File: src/rtl/fp_addsub_arbiter_pkg.sv
// Shared definitions for the floating-point add/sub arbiter slice.
//   fp_arb_state_t  : FSM state encoding (IDLE, ISSUE, WAIT, RESP)
//   FP_QNAN         : canonical single-precision quiet NaN returned on abort
//   ARB_TIMEOUT_DEF : default watchdog length in WAIT cycles
package fp_addsub_arbiter_pkg;

   typedef enum logic [1:0] {IDLE, ISSUE, WAIT, RESP} fp_arb_state_t;

   localparam logic [31:0] FP_QNAN         = 32'h7FC0_0000;
   localparam int          ARB_TIMEOUT_DEF = 64;

endpackage

File: src/rtl/fp_addsub_arbiter_if.sv
// Bus bundle between the requesters / add-sub core and the arbiter.
//   req_*  : per-requester request channel (valid/ready, packed operands)
//   core_* : operand latch, start pulse and completion from the shared core
//   rsp_*  : per-requester response channel with shared result/error
// Modports: master = requester + core environment, slave = arbiter.
interface fp_addsub_arbiter_if #(
   parameter int NREQ  = 4,
   parameter int WIDTH = 32
);
   logic [NREQ-1:0]       req_valid;
   logic [NREQ-1:0]       req_ready;
   logic [NREQ*WIDTH-1:0] req_a;
   logic [NREQ*WIDTH-1:0] req_b;
   logic [NREQ-1:0]       req_op;
   logic [WIDTH-1:0]      core_a;
   logic [WIDTH-1:0]      core_b;
   logic                  core_op;
   logic                  core_start;
   logic                  core_done;
   logic [WIDTH-1:0]      core_result;
   logic [NREQ-1:0]       rsp_valid;
   logic [NREQ-1:0]       rsp_ready;
   logic [WIDTH-1:0]      rsp_result;
   logic                  rsp_err;

   modport master (
      output req_valid, req_a, req_b, req_op, core_done, core_result, rsp_ready,
      input  req_ready, core_a, core_b, core_op, core_start, rsp_valid, rsp_result, rsp_err
   );

   modport slave (
      input  req_valid, req_a, req_b, req_op, core_done, core_result, rsp_ready,
      output req_ready, core_a, core_b, core_op, core_start, rsp_valid, rsp_result, rsp_err
   );
endinterface

File: src/rtl/fp_addsub_arbiter_rr_arbiter.sv
// Combinational round-robin priority encoder.
//   req        : request vector
//   ptr        : index with highest priority this cycle
//   gnt_onehot : one-hot grant (all zero when no request)
//   gnt_idx    : index of the granted request
//   gnt_any    : at least one request present
module rr_arbiter #(
   parameter  int N  = 4,
   localparam int IW = (N > 1) ? $clog2(N) : 1
) (
   input  logic [N-1:0]  req,
   input  logic [IW-1:0] ptr,
   output logic [N-1:0]  gnt_onehot,
   output logic [IW-1:0] gnt_idx,
   output logic          gnt_any
);

   logic [IW-1:0] idx;

   // Walk from the lowest priority offset down to ptr itself so the
   // closest request at or after ptr is the last (winning) assignment.
   always_comb begin
      gnt_onehot = '0;
      gnt_idx    = '0;
      gnt_any    = 1'b0;
      idx        = '0;
      for (int k = N - 1; k >= 0; k--) begin
         idx = IW'((int'(ptr) + k) % N);
         if (req[idx]) begin
            gnt_onehot      = '0;
            gnt_onehot[idx] = 1'b1;
            gnt_idx         = idx;
            gnt_any         = 1'b1;
         end
      end
   end

endmodule

File: src/rtl/fp_addsub_arbiter.sv
// Shares one IEEE-754 single-precision add/sub core among NREQ requesters.
// Round-robin accept, one operation in flight, timeout watchdog in WAIT.
//   clk, rst : clock and synchronous active-high reset
//   bus      : request, core and response channels (slave side)
//   busy     : FSM is not in IDLE
//   op_count : completed operations (success or abort), saturating
module fp_addsub_arbiter
   import fp_addsub_arbiter_pkg::*;
#(
   parameter  int NREQ    = 4,
   parameter  int WIDTH   = 32,
   parameter  int TIMEOUT = ARB_TIMEOUT_DEF,
   localparam int IDW     = (NREQ > 1) ? $clog2(NREQ) : 1
) (
   input  logic                clk,
   input  logic                rst,
   fp_addsub_arbiter_if.slave  bus,
   output logic                busy,
   output logic [15:0]         op_count
);

   localparam int WCW = (TIMEOUT > 2) ? $clog2(TIMEOUT) : 1;

   localparam logic [1:0] S_IDLE  = 2'(IDLE);
   localparam logic [1:0] S_ISSUE = 2'(ISSUE);
   localparam logic [1:0] S_WAIT  = 2'(WAIT);
   localparam logic [1:0] S_RESP  = 2'(RESP);

   logic [1:0]       state;
   logic [IDW-1:0]   rr_ptr;
   logic [IDW-1:0]   grant_id;
   logic [WCW-1:0]   wait_cnt;
   logic [WIDTH-1:0] core_a_q, core_b_q, rsp_result_q;
   logic             core_op_q, rsp_err_q;

   logic [NREQ-1:0]  gnt_onehot;
   logic [IDW-1:0]   gnt_idx;
   logic             gnt_any;
   logic [WIDTH-1:0] sel_a, sel_b;
   logic             sel_op;
   logic [NREQ-1:0]  rsp_valid_c;

   rr_arbiter #(.N(NREQ)) u_rr (
      .req        (bus.req_valid),
      .ptr        (rr_ptr),
      .gnt_onehot (gnt_onehot),
      .gnt_idx    (gnt_idx),
      .gnt_any    (gnt_any)
   );

   // Operand mux for the current grant
   always_comb begin
      sel_a  = '0;
      sel_b  = '0;
      sel_op = 1'b0;
      for (int i = 0; i < NREQ; i++) begin
         if (gnt_idx == IDW'(i)) begin
            sel_a  = bus.req_a[i*WIDTH +: WIDTH];
            sel_b  = bus.req_b[i*WIDTH +: WIDTH];
            sel_op = bus.req_op[i];
         end
      end
   end

   always_comb begin
      rsp_valid_c           = '0;
      rsp_valid_c[grant_id] = (state == S_RESP);
   end

   assign bus.req_ready  = (state == S_IDLE) ? gnt_onehot : '0;
   assign bus.rsp_valid  = rsp_valid_c;
   assign bus.core_start = (state == S_ISSUE);
   assign bus.core_a     = core_a_q;
   assign bus.core_b     = core_b_q;
   assign bus.core_op    = core_op_q;
   assign bus.rsp_result = rsp_result_q;
   assign bus.rsp_err    = rsp_err_q;
   assign busy           = (state != S_IDLE);

   always_ff @(posedge clk) begin
      if (rst) begin
         state        <= S_IDLE;
         rr_ptr       <= '0;
         grant_id     <= '0;
         wait_cnt     <= '0;
         op_count     <= '0;
         core_a_q     <= '0;
         core_b_q     <= '0;
         core_op_q    <= 1'b0;
         rsp_result_q <= '0;
         rsp_err_q    <= 1'b0;
      end else begin
         case (state)
            S_IDLE: begin
               // req_ready follows the grant, so any grant is a handshake
               if (gnt_any) begin
                  core_a_q  <= sel_a;
                  core_b_q  <= sel_b;
                  core_op_q <= sel_op;
                  grant_id  <= gnt_idx;
                  rr_ptr    <= (gnt_idx == IDW'(NREQ - 1)) ? '0 : gnt_idx + IDW'(1);
                  state     <= S_ISSUE;
               end
            end
            S_ISSUE: begin
               wait_cnt <= '0;
               state    <= S_WAIT;
            end
            S_WAIT: begin
               // Completion takes priority over a coincident timeout
               if (bus.core_done) begin
                  rsp_result_q <= bus.core_result;
                  rsp_err_q    <= 1'b0;
                  state        <= S_RESP;
               end else if (wait_cnt == WCW'(TIMEOUT - 1)) begin
                  rsp_result_q <= WIDTH'(FP_QNAN);
                  rsp_err_q    <= 1'b1;
                  state        <= S_RESP;
               end else begin
                  wait_cnt <= wait_cnt + WCW'(1);
               end
            end
            S_RESP: begin
               if (bus.rsp_ready[grant_id]) begin
                  if (op_count != 16'hFFFF) op_count <= op_count + 16'd1;
                  state <= S_IDLE;
               end
            end
            default: state <= S_IDLE;
         endcase
      end
   end

endmodule

File: src/flat_wrapper.sv
// flat-port wrapper written by rule: the top's interface ports become plain ports
module fp_addsub_arbiter_flat import fp_addsub_arbiter_pkg::*;
#(
   parameter  int NREQ    = 4,
   parameter  int WIDTH   = 32,
   parameter  int TIMEOUT = ARB_TIMEOUT_DEF,
   localparam int IDW     = (NREQ > 1) ? $clog2(NREQ) : 1
)
  (clk, rst, busy, op_count, bus_req_valid, bus_req_a, bus_req_b, bus_req_op, bus_core_done, bus_core_result, bus_rsp_ready, bus_req_ready, bus_core_a, bus_core_b, bus_core_op, bus_core_start, bus_rsp_valid, bus_rsp_result, bus_rsp_err);
  fp_addsub_arbiter_if #(.NREQ(NREQ), .WIDTH(WIDTH)) bus_i ();
  input  logic clk;
  input  logic rst;
  output logic busy;
  output logic [15:0] op_count;
  input wire logic [$bits(bus_i.req_valid)-1:0] bus_req_valid;
  input wire logic [$bits(bus_i.req_a)-1:0] bus_req_a;
  input wire logic [$bits(bus_i.req_b)-1:0] bus_req_b;
  input wire logic [$bits(bus_i.req_op)-1:0] bus_req_op;
  input wire logic [$bits(bus_i.core_done)-1:0] bus_core_done;
  input wire logic [$bits(bus_i.core_result)-1:0] bus_core_result;
  input wire logic [$bits(bus_i.rsp_ready)-1:0] bus_rsp_ready;
  output wire logic [$bits(bus_i.req_ready)-1:0] bus_req_ready;
  output wire logic [$bits(bus_i.core_a)-1:0] bus_core_a;
  output wire logic [$bits(bus_i.core_b)-1:0] bus_core_b;
  output wire logic [$bits(bus_i.core_op)-1:0] bus_core_op;
  output wire logic [$bits(bus_i.core_start)-1:0] bus_core_start;
  output wire logic [$bits(bus_i.rsp_valid)-1:0] bus_rsp_valid;
  output wire logic [$bits(bus_i.rsp_result)-1:0] bus_rsp_result;
  output wire logic [$bits(bus_i.rsp_err)-1:0] bus_rsp_err;
  assign bus_i.req_valid = bus_req_valid;
  assign bus_i.req_a = bus_req_a;
  assign bus_i.req_b = bus_req_b;
  assign bus_i.req_op = bus_req_op;
  assign bus_i.core_done = bus_core_done;
  assign bus_i.core_result = bus_core_result;
  assign bus_i.rsp_ready = bus_rsp_ready;
  assign bus_req_ready = bus_i.req_ready;
  assign bus_core_a = bus_i.core_a;
  assign bus_core_b = bus_i.core_b;
  assign bus_core_op = bus_i.core_op;
  assign bus_core_start = bus_i.core_start;
  assign bus_rsp_valid = bus_i.rsp_valid;
  assign bus_rsp_result = bus_i.rsp_result;
  assign bus_rsp_err = bus_i.rsp_err;
  fp_addsub_arbiter #(.NREQ(NREQ), .WIDTH(WIDTH), .TIMEOUT(TIMEOUT)) u_core (.clk(clk), .rst(rst), .bus(bus_i), .busy(busy), .op_count(op_count));
endmodule
File: config.mk
export PLATFORM = sky130hd
export DESIGN_NAME = fp_addsub_arbiter_flat
export DESIGN_NICKNAME = d
export VERILOG_FILES = /design/src/rtl/fp_addsub_arbiter_pkg.sv /design/src/rtl/fp_addsub_arbiter_if.sv /design/src/rtl/fp_addsub_arbiter_rr_arbiter.sv /design/src/rtl/fp_addsub_arbiter.sv /design/src/flat_wrapper.sv
export SDC_FILE = /design/constraint.sdc
export NUM_CORES = 1
export LEC_CHECK = 0
export ABC_AREA = 1
export CORE_AREA = 2 2 166 168
export CTS_CLUSTER_DIAMETER = 200
export CTS_CLUSTER_SIZE = 30
export DETAILED_ROUTE_END_ITERATION = 10
export DIE_AREA = 0 0 168 170
export MAX_ROUTING_LAYER = met4
export PLACE_DENSITY = 0.72
export SLEW_MARGIN = 20
export SYNTH_ARGS = -nofsm -noshare
export SYNTH_HDL_FRONTEND = slang
export SYNTH_SLANG_ARGS = --single-unit
File: constraint.sdc
create_clock -name clk -period 3.58 [get_ports clk]
set_input_delay 0.358 -clock clk [delete_from_list [all_inputs] [get_ports clk]]
set_output_delay 0.358 -clock clk [all_outputs]
set_load 0.005 [all_outputs]
## Yosys cells after proc, flatten, opt, wreduce, memory -nomap -nowiden

Index checks and enable logic that the tools add are counted.

- Bits of input ports: 303
- Memories kept: 0
- Register bits: 126
- Latch bits: 0
- RAM bits: 0
- Memory bits (read-only): 0
- Output and inout bits: 124
- Logic and storage cells: 113

- Order comparisons: 10
- Add/subtract/negate cells: 6
- Multiply operators: 0
- Mux-type cells: 58
- Div/mod/pow operators: 0
- Reduce and logical (&&, ||, !) cells: 15
- Equal/unequal tests: 13
- Bitwise logic cells: 1
- Shifts and indexed selects: 0

Operator list:

| cell | count |
|---|---|
| $mux 32 | 10 |
| $mux 1 | 20 |
| $mux 4 | 5 |
| $mux 2 | 9 |
| $add 16x1->16 const B | 1 |
| $ne 16x16->1 const B | 1 |
| $lt 2x3->1 const B | 5 |
| $mux 6 | 2 |
| $pmux 6 s2 | 1 |
| $bmux 1 s2 | 5 |
| $demux 1 s2 | 5 |
| $ge 2x1->1 const B | 5 |
| $reduce_and 3->1 | 3 |
| $eq 2x2->1 const B | 4 |
| $pmux 2 s4 | 1 |
| $add 6x1->6 const B | 1 |
| $eq 6x6->1 const B | 1 |
| $ne 2x2->1 const B | 3 |
| $reduce_bool 2->1 | 3 |
| $logic_and 1x1->1 | 5 |
| $add 2x1->2 const B | 2 |
| $add 2x2->2 const B | 2 |
| $and 4x4->4 | 1 |
| $eq 2x1->1 const B | 2 |
| 4 further kinds | 6 |

## Depth between registers and ports, before layout

Gate-level depths: netlist of run 1.

- Depth after elaboration: 12
- Depth in mapped cells: 20
- Gate-level depth less buffers: 17

## Cells and area by module

Synthesis of run 1 repeated with hierarchy kept, for this count alone.

- Cell total of the unflattened synthesis: 1087
- Area, all modules: 7340.8 um^2

By module, submodules not included:

| module | area each (um^2) | instances | cells each |
|---|---|---|---|
| fp_addsub_arbiter | 6854.1 | 1 | 999 |
| rr_arbiter | 486.7 | 1 | 88 |

## Worst setup path before layout of run 1

OpenSTA, ideal clock, no wires.

- Path type: reg-to-reg
- Start point: reg u_core.rr_ptr[0]
- End point: reg u_core.core_b_q[29] (netlist: u_core.bus.core_b[29])
- Data arrival time: 2.575 ns
- Setup slack: 0.935 ns
- Stages on the path, launching flop included: 18
- Library setup time: 0.070 ns
- Path buffers: 3
- Path through: dfxtp_1 -> buf_6 -> inv_6 -> ha_1 -> inv_1 -> nand2_1 -> nand2_1 -> inv_1 -> o21ai_0 -> nand2_1 -> nand2_1 -> inv_1 -> ha_1 -> inv_1 -> clkbuf_1 -> clkbuf_1 -> o211ai_1 -> a21oi_1

- Cells in the longest elaborated chain, start to end: 12
- Elaborated cells on any way between the ends: 28
- Those cells by class: add/sub: 3; eq/ne: 3; mux: 20; reduce/logical: 2

Ends and longest elaborated chain:

| what | line | text |
|---|---|---|
| start, declared | fp_addsub_arbiter.sv:30 | `logic [IDW-1:0] rr_ptr;` |
| start signal, assigned | fp_addsub_arbiter.sv:101 | `rr_ptr <= (gnt_idx == IDW'(NREQ - 1)) ? '0 : gnt_idx + IDW'(1);` |
| $add 2x2->2 | fp_addsub_arbiter_rr_arbiter.sv:28 | `idx = IW'((int'(ptr) + k) % N);` |
| $bmux 1 s2 | fp_addsub_arbiter_rr_arbiter.sv:29 | `if (req[idx]) begin` |
| $mux 1 (not written as such) | fp_addsub_arbiter_rr_arbiter.sv:29 |  |
| $mux 2 (3 in series) | fp_addsub_arbiter_rr_arbiter.sv:29 |  |
| $mux 2 * | fp_addsub_arbiter_rr_arbiter.sv:29 |  |
| net u_core.gnt_idx[0] | fp_addsub_arbiter.sv:37 | `logic [IDW-1:0] gnt_idx;` |
| $logic_not 2->1 | fp_addsub_arbiter.sv:57 | `if (gnt_idx == IDW'(i)) begin` |
| $mux 32 (3 in series) | fp_addsub_arbiter.sv:57 |  |
| $mux 32 * | fp_addsub_arbiter.sv:57 |  |
| end signal, assigned | fp_addsub_arbiter.sv:98 | `core_b_q <= sel_b;` |
| end, declared | fp_addsub_arbiter.sv:33 | `logic [WIDTH-1:0] core_a_q, core_b_q, rsp_result_q;` |

The timed path passes the listed nets; every way through them passes the cells marked *. The select of a mux whose other input is x is not followed.
A chain may end at the register's enable or synchronous reset.

## Worst setup path in the final report of run 1

- Start point: reg u_core.rr_ptr[1]
- End point: reg u_core.core_b_q[2] (netlist: u_core.bus.core_b[2])

Same word-level chain as after synthesis.

==> flow_summary_export.csv, run 1 <==
group,metric,value,unit
synth,ys_seq_area_share,35.6,%
floorplanning,initial_utilization,26.6,%
finish,nets,1741,
floorplanning,die_area,28600,um^2
synth,yosys-top-cells-area,"dfxtp_1 36%, a21oi_1 17%, nand2_1 13%",
critical_path,critical_path.max_fanout,22,
clocking,cts_root_buf,"clkbuf_16",
floorplanning,rows,60,
timing,worst_slew_pin_slew,1.05,ns
place,portBuffers,426,
place,dp_hpwl,22900,um
synth,synthDominantCellAreaShare,35.6,%
critical_path,r2r_setup_slack,0.49,ns
power,power.switching,4.66,mW
critical_path,arrival,3.44,ns
timing,fmax,0.324,GHz
power,pwr-share-seq,20.1,%
route,drtIter0Drc,640,
timing,period_needed,3.09,ns
timing,finalHoldViolCount,0,
timing,setup_viol,0,
clocking,hold_buffers,0,
min_path,hold-path-endpoint,"u_core.bus.rsp_result[2]",
clocking,post_cts_buffers,0,
floorplanning,core,26700,um^2
clocking,htreeDepth,4,
route,viasPerCell,5.07,
clocking,cts_resized,0,
synth,synth_warnings,0,
synth,synth_top_family_by_area,"compound AO/OA/AOI/OAI gates",
global_route,grtUsageTotal,21.9,%
timing,post-route-worst-setup-slack,0.492,ns
timing,max_slew_margin,29.8,%
synth,yosysUniqueCellTypes,34,
floorplanning,io_pins,427,
global_route,antenna_found_initial,2,
power,pwr-share-comb,61.9,%
clocking,cts_buffer_depth,2,
synth,synth_compound_area_share,31.3,%
power,vdd_drop_max,0.000557,V
synth,syn_area,7080,um^2
clocking,cts_buffers,17,
synth,ys.flop_type,"dfxtp_1",
synth,yosys.area_share.xor_xnor,1.11,%
timing,grt_setup_unrepaired,"false",
floorplanning,die_h,170,um
synth,synth_edf_count,0,
synth,synth-seq-cells,126,
status,status,"finished clean",
clocking,clk_latency,0.43,ns
synth,synth_fa_ha_area_share,3.18,%
synth,syn_nets,1354,
finish,fin_util,45.6,%
power,leakagePower,4.63,nW
global_route,grt_pass1_wl,47600,um
route,wl_per_cell,17.9,um
power,power_density,817,nW/um^2
place,dpl-instance-area,11600,um^2
clocking,path_clk_slew,0.07,ns
synth,syn_inst,1033,
timing,holdWs,0.459,ns
synth,muxShareOfSynthArea,0,%
finish,fin_area,12200,um^2
power,switching_share,46.9,%
power,internal-power,5.27,mW
critical_path,cp-start-kind,"flip-flop",
global_route,grt_pass1_vias,8685,
timing,skew,0.0188,ns
synth,syn_area_per_cell,6.85,um^2
critical_path,end_kind,"flip-flop",
flow_run,maxCapViolCount,0,
route,drt-pass1-iter-count,7,
route,via_count,9011,
clocking,cts_tree,"yes",
finish,fill_cells,2671,
clocking,cts.sinks,126,
critical_path,cp.required,3.93,ns
critical_path,ff2ff_path_depth,18,
min_path,min_path_type,"flip-flop to flip-flop",
min_path,holdPathStages,2,
critical_path,crit_type,"flip-flop to flip-flop",
finish,syn2layout_area_growth,71.7,%
global_route,grt-ovfl-total,0,
place,gp_congestion,0.891,
synth,synth-async-reset-ratio,0,%
floorplanning,chipWidth,168,um
route,postRouteAntennaNets,0,
min_path,worstHoldStart,"u_core.bus.rsp_result[2]",
route,drc,0,
place,dp_slack,0.485,ns
finish,drive_gt1_share,5.30,%
synth,synth_top_area_cell,"dfxtp_1",
route,drt_wl_total,31800,um
timing,fin_crit_sh,86.3,%
critical_path,r2r-start,"u_core.rr_ptr[1]",
synth,synthSimpleGateAreaFrac,20.5,%
global_route,grt_max_degree,73,
timing,slew_viol_final,0,
critical_path,r2r_end,"u_core.bus.core_b[2]",
timing,tns,0,ns
power,clkPwrFrac,18.0,%
synth_stat cells (9+ instances only):
cell	instances
o22ai_1	9
inv_1	47
nand3_1	24
a21oi_1	246
ha_1	18
o211ai_1	65
dfxtp_1	126
o21ai_1	42
clkbuf_1	47
nor2_1	40
o21ai_0	35
nand2_1	251
nand4_1	10
nor3_1	10
buf_6	9
buf_2	11
layer usage:
metal	GRT usage (%)	share of wire, %	vias up
li1	-	-	4341
met1	25.0	40	4165
met2	37.4	49	449
met3	5.37	7.7	56
met4	7.79	3.0	0
met5	-	0	-
per-stage QoR:
stage,power [mW],cells
floorplan,5.81,1033
global placement,8.08,1742
detailed placement,8.14,1742
CTS,10.0,1774
global route,10.7,1776
finish,9.93,1776
registers in the layout (all words and copies together) (netlist names):
register,flops
u_core.grant_id,2
u_core.op_count,16
u_core.bus.rsp_result,32
u_core.bus.core_b,32
u_core.rr_ptr,2
u_core.wait_cnt,6
u_core.state,2
u_core.bus.rsp_err,1
u_core.bus.core_a,32
u_core.bus.core_op,1
critical path: stages (launching register included):
cell and delay (ns):
dfxtp_1 0.48, inv_1 0.21, ha_1 0.35, inv_1 0.06
nand2_1 0.10, nand2_1 0.11, inv_1 0.06, o21ai_0 0.08
nand2_1 0.11, nand2_1 0.12, inv_1 0.11, ha_1 0.15
inv_1 0.06, nor2_4 0.22, buf_4 0.34, nand2_1 0.08
nand2_1 0.07, o211ai_1 0.12, a21oi_1 0.18
kinds of logic (layout without fill, tap and decap cells):
| logic type | after synthesis | count (layout) |
|---|---|---|
| AO/OA/AOI/OAI | 403 | 403 |
| XOR/XNOR | 9 | 9 |
| adder cells (fa/ha/maj) | 18 | 18 |
| buffers and inverters | 127 | 527 |
| flip-flops | 126 | 126 |
| other | 0 | 2 |
| AND/OR/NAND/NOR | 350 | 350 |
placed cells by master (no fill, tap or decap), types with 15 or more instances in the layout:
master,n
clkdlybuf4s50_1,425
nand2_1,251
a21oi_1,246
dfxtp_1,126
o211ai_1,65
inv_1,44
o21ai_1,42
nor2_1,39
o21ai_0,35
nand3_1,24
clkbuf_16,17
buf_4,17
ha_1,15
worst max path at each step:
stage	cells after the start	from	slack [ns]	endpoint
after floorplan	17	u_core.rr_ptr[0]	0.94	u_core.bus.core_b[29]
after global placement	18	bus_req_valid[3]	0.60	u_core.bus.core_a[5]
after detailed placement	18	bus_req_valid[3]	0.48	u_core.bus.core_a[5]
after CTS	18	u_core.rr_ptr[1]	0.49	u_core.bus.core_a[5]
after global routing	18	u_core.rr_ptr[1]	0.11	u_core.bus.core_b[2]
final	18	u_core.rr_ptr[1]	0.49	u_core.bus.core_b[2]
area by class of cell:
class / instances / area (um^2) / share of cell area, %
Tap cell: 341 / 427 / 3.51
Timing Repair Buffer: 445 / 4430 / 36.4
Sequential cell: 126 / 2520 / 20.8
Antenna cell: 2 / 5.00 / 0.0412
Inverter: 50 / 198 / 1.63
Clock buffer: 17 / 425 / 3.50
Clock inverter: 15 / 168 / 1.38
Multi-Input combinational cell: 780 / 3980 / 32.7
power by group through the flow:
stage | clock network (mW) | logic [mW] | registers, mW
after floorplan | 0 | 3.81 | 2.00
after detailed placement | 0 | 6.14 | 2.01
after global placement | 0 | 6.08 | 2.00
after global routing | 1.90 | 6.77 | 2.03
final | 1.79 | 6.14 | 1.99
after CTS | 1.84 | 6.17 | 1.99
(Power assumes the default switching activity.)
==> run 2, diff against run 1 <==
Settings changed: SLEW_MARGIN 20 to not set.
Clock period 3.58 ns to 3.4 ns, I/O delays scaled along.
==> run 2 against run 1 <==
Effect of this change: core utilization increased by 0.061 points; critical path type unchanged; clock power increased by 6%; wire length increased by 1.6%; design area increased by 0.13%; non-clock buffer count unchanged; critical endpoint is now u_core.bus.core_a[0].
==> flow_summary_export.csv, run 2 (synthesis gave the netlist of run 1 again) <==
group,metric,value,unit
status,status,"finished clean",
global_route,antenna_found_initial,2,
route,drc,0,
critical_path,critical_path.max_fanout,34,
power,power.switching,4.98,mW
floorplanning,io_pins,427,
critical_path,cp.required,3.74,ns
place,dp_hpwl,23000,um
global_route,grtUsageTotal,22.3,%
global_route,grt_pass1_wl,47800,um
power,pwr-share-seq,19.8,%
clocking,hold_buffers,0,
power,leakagePower,4.64,nW
timing,fin_crit_sh,90.3,%
critical_path,worst-path-buf-inv,5,
route,via_count,8850,
route,dr_wl_met3,2270,um
floorplanning,initial_utilization,26.6,%
timing,setup_viol,0,
power,power_density,868,nW/um^2
route,drtIter0Drc,637,
timing,grt_setup_unrepaired,"false",
power,switching_share,47.1,%
route,postRouteAntennaNets,0,
timing,finalHoldViolCount,0,
clocking,path_clk_slew,0.08,ns
min_path,min_path_type,"input port to flip-flop",
timing,max_slew_margin,50.6,%
clocking,cts_resized,0,
floorplanning,die_h,170,um
timing,slew_viol_final,0,
timing,fmax,0.326,GHz
global_route,grt-ovfl-total,0,
critical_path,max_stage_delay,0.47,ns
floorplanning,chipWidth,168,um
critical_path,cpMostUsedCell,"nand2_1",
place,placed_cells,1742,
route,wl_met1,13300,um
power,internal-power,5.58,mW
power,pwr-share-comb,62.3,%
critical_path,end_kind,"flip-flop",
finish,fin_cells,1776,
power,clkPwrFrac,17.9,%
clocking,cts_root_buf,"clkbuf_16",
clocking,htreeDepth,4,
critical_path,slowest_stage,"dfxtp_1",
place,gp_congestion,0.914,
global_route,grt_max_degree,73,
floorplanning,core,26700,um^2
timing,worst_slew_pin_slew,0.740,ns
clocking,cts_tree,"yes",
route,viasPerCell,4.98,
flow_run,maxCapViolCount,0,
finish,fin_util,45.7,%
critical_path,cp-start-kind,"flip-flop",
finish,final_cell_mix,"425 x clkdlybuf4s50_1, 251 x nand2_1, 246 x a21oi_1",
finish,drive_gt1_share,5.30,%
power,vdd_drop_max,0.000633,V
timing,tns,0,ns
finish,nets,1741,
finish,syn2layout_area_growth,71.9,%
place,portBuffers,426,
timing,skew,0.0179,ns
global_route,grt_pass1_vias,8700,
clocking,cts_buffers,17,
floorplanning,die_area,28600,um^2
clocking,cts_buffer_depth,2,
critical_path,worstPathCellList,"inv_1, ha_1, inv_1, nand2_1, nand2_1, inv_1, o21ai_0, nand2_1, nand2_1, inv_1, ha_2, buf_4, a21oi_1, nand2_1, o211ai_1, a21oi_1",
route,drt_wl_total,32300,um
critical_path,crit_type,"flip-flop to flip-flop",
route,top_layer_used,"met4",
route,wl_per_cell,18.2,um
clocking,cts.sinks,126,
route,drt-pass1-iter-count,7,
timing,period_needed,3.07,ns
finish,mostFrequentLayoutCell,"clkdlybuf4s50_1",
critical_path,arrival,3.41,ns
clocking,clk_latency,0.42,ns
critical_path,critPathTopFamily,"buffers and inverters",
floorplanning,rows,60,
route,route.met2.wl,15500,um
clocking,post_cts_buffers,0,
run 2: changes by cell type in the layout (fill, tap and decap cells not counted), sizes merged:
| cell | change |
|---|---|
| inv | -1 |
| clkinv | +2 |
| clkinvlp | -1 |
run 2: metrics by stage:
step           power (mW)  setup WS, ns  hold slack [ns]  area (um^2)
2_1_floorplan        6.11         0.755            0.444         7080
3_3_place_gp         8.57         0.429            0.449        11600
3_5_place_dp         8.63         0.380            0.454        11600
4_1_cts              10.6         0.324            0.347        12200
5_1_grt              11.4        0.0137            0.389        12200
6_report             10.6         0.331            0.380        12200
run 2: area by class of cell:
type / instances / area (um^2)
clock buffers: 17 / 425
diodes: 2 / 5.00
repair buffers: 445 / 4440
flip-flops and latches: 126 / 2520
multi-input cells: 780 / 3980
clock inverters: 15 / 171
inverters: 50 / 198
fillers: 2620 / 14500
well taps: 341 / 427
run 2: path summary, 6_finish.rpt:
check / startpoint / to / slack (ns) / depth (start not counted)
setup reg to reg: u_core.rr_ptr[1] / u_core.bus.core_a[0] / 0.33 / 16
hold reg to reg: u_core.bus.rsp_result[5] / u_core.bus.rsp_result[5] / 0.46 / 2
setup / recovery: u_core.rr_ptr[1] / u_core.bus.core_a[0] / 0.33 / 16
hold / removal: rst / u_core.bus.core_b[8] / 0.38 / 4
run 2: worst register-to-register path: cells and delay by family (launching register included):
kind / cells / cell delay, ns
AOI/OAI and AO/OA: 4 / 0.44
buffers and inverters: 5 / 0.91
adders and majority gates: 2 / 0.64
and+or+nand+nor: 5 / 0.55
DFF: 1 / 0.47
run 2: metal layers:
metal,track usage (%),up-vias
met2,37.0,414
met5,-,-
met1,26.1,4042
li1,-,4329
met4,9.68,0
met3,4.65,65
run 2: power groups by stage:
stage          registers [mW]  logic (mW)  clock network [mW]
5_1_grt                  2.14        7.24                2.01
4_1_cts                  2.09        6.55                1.93
3_3_place_gp             2.11        6.47                   0
3_5_place_dp             2.11        6.51                   0
6_report                 2.09        6.57                1.89
2_1_floorplan            2.11        4.01                   0
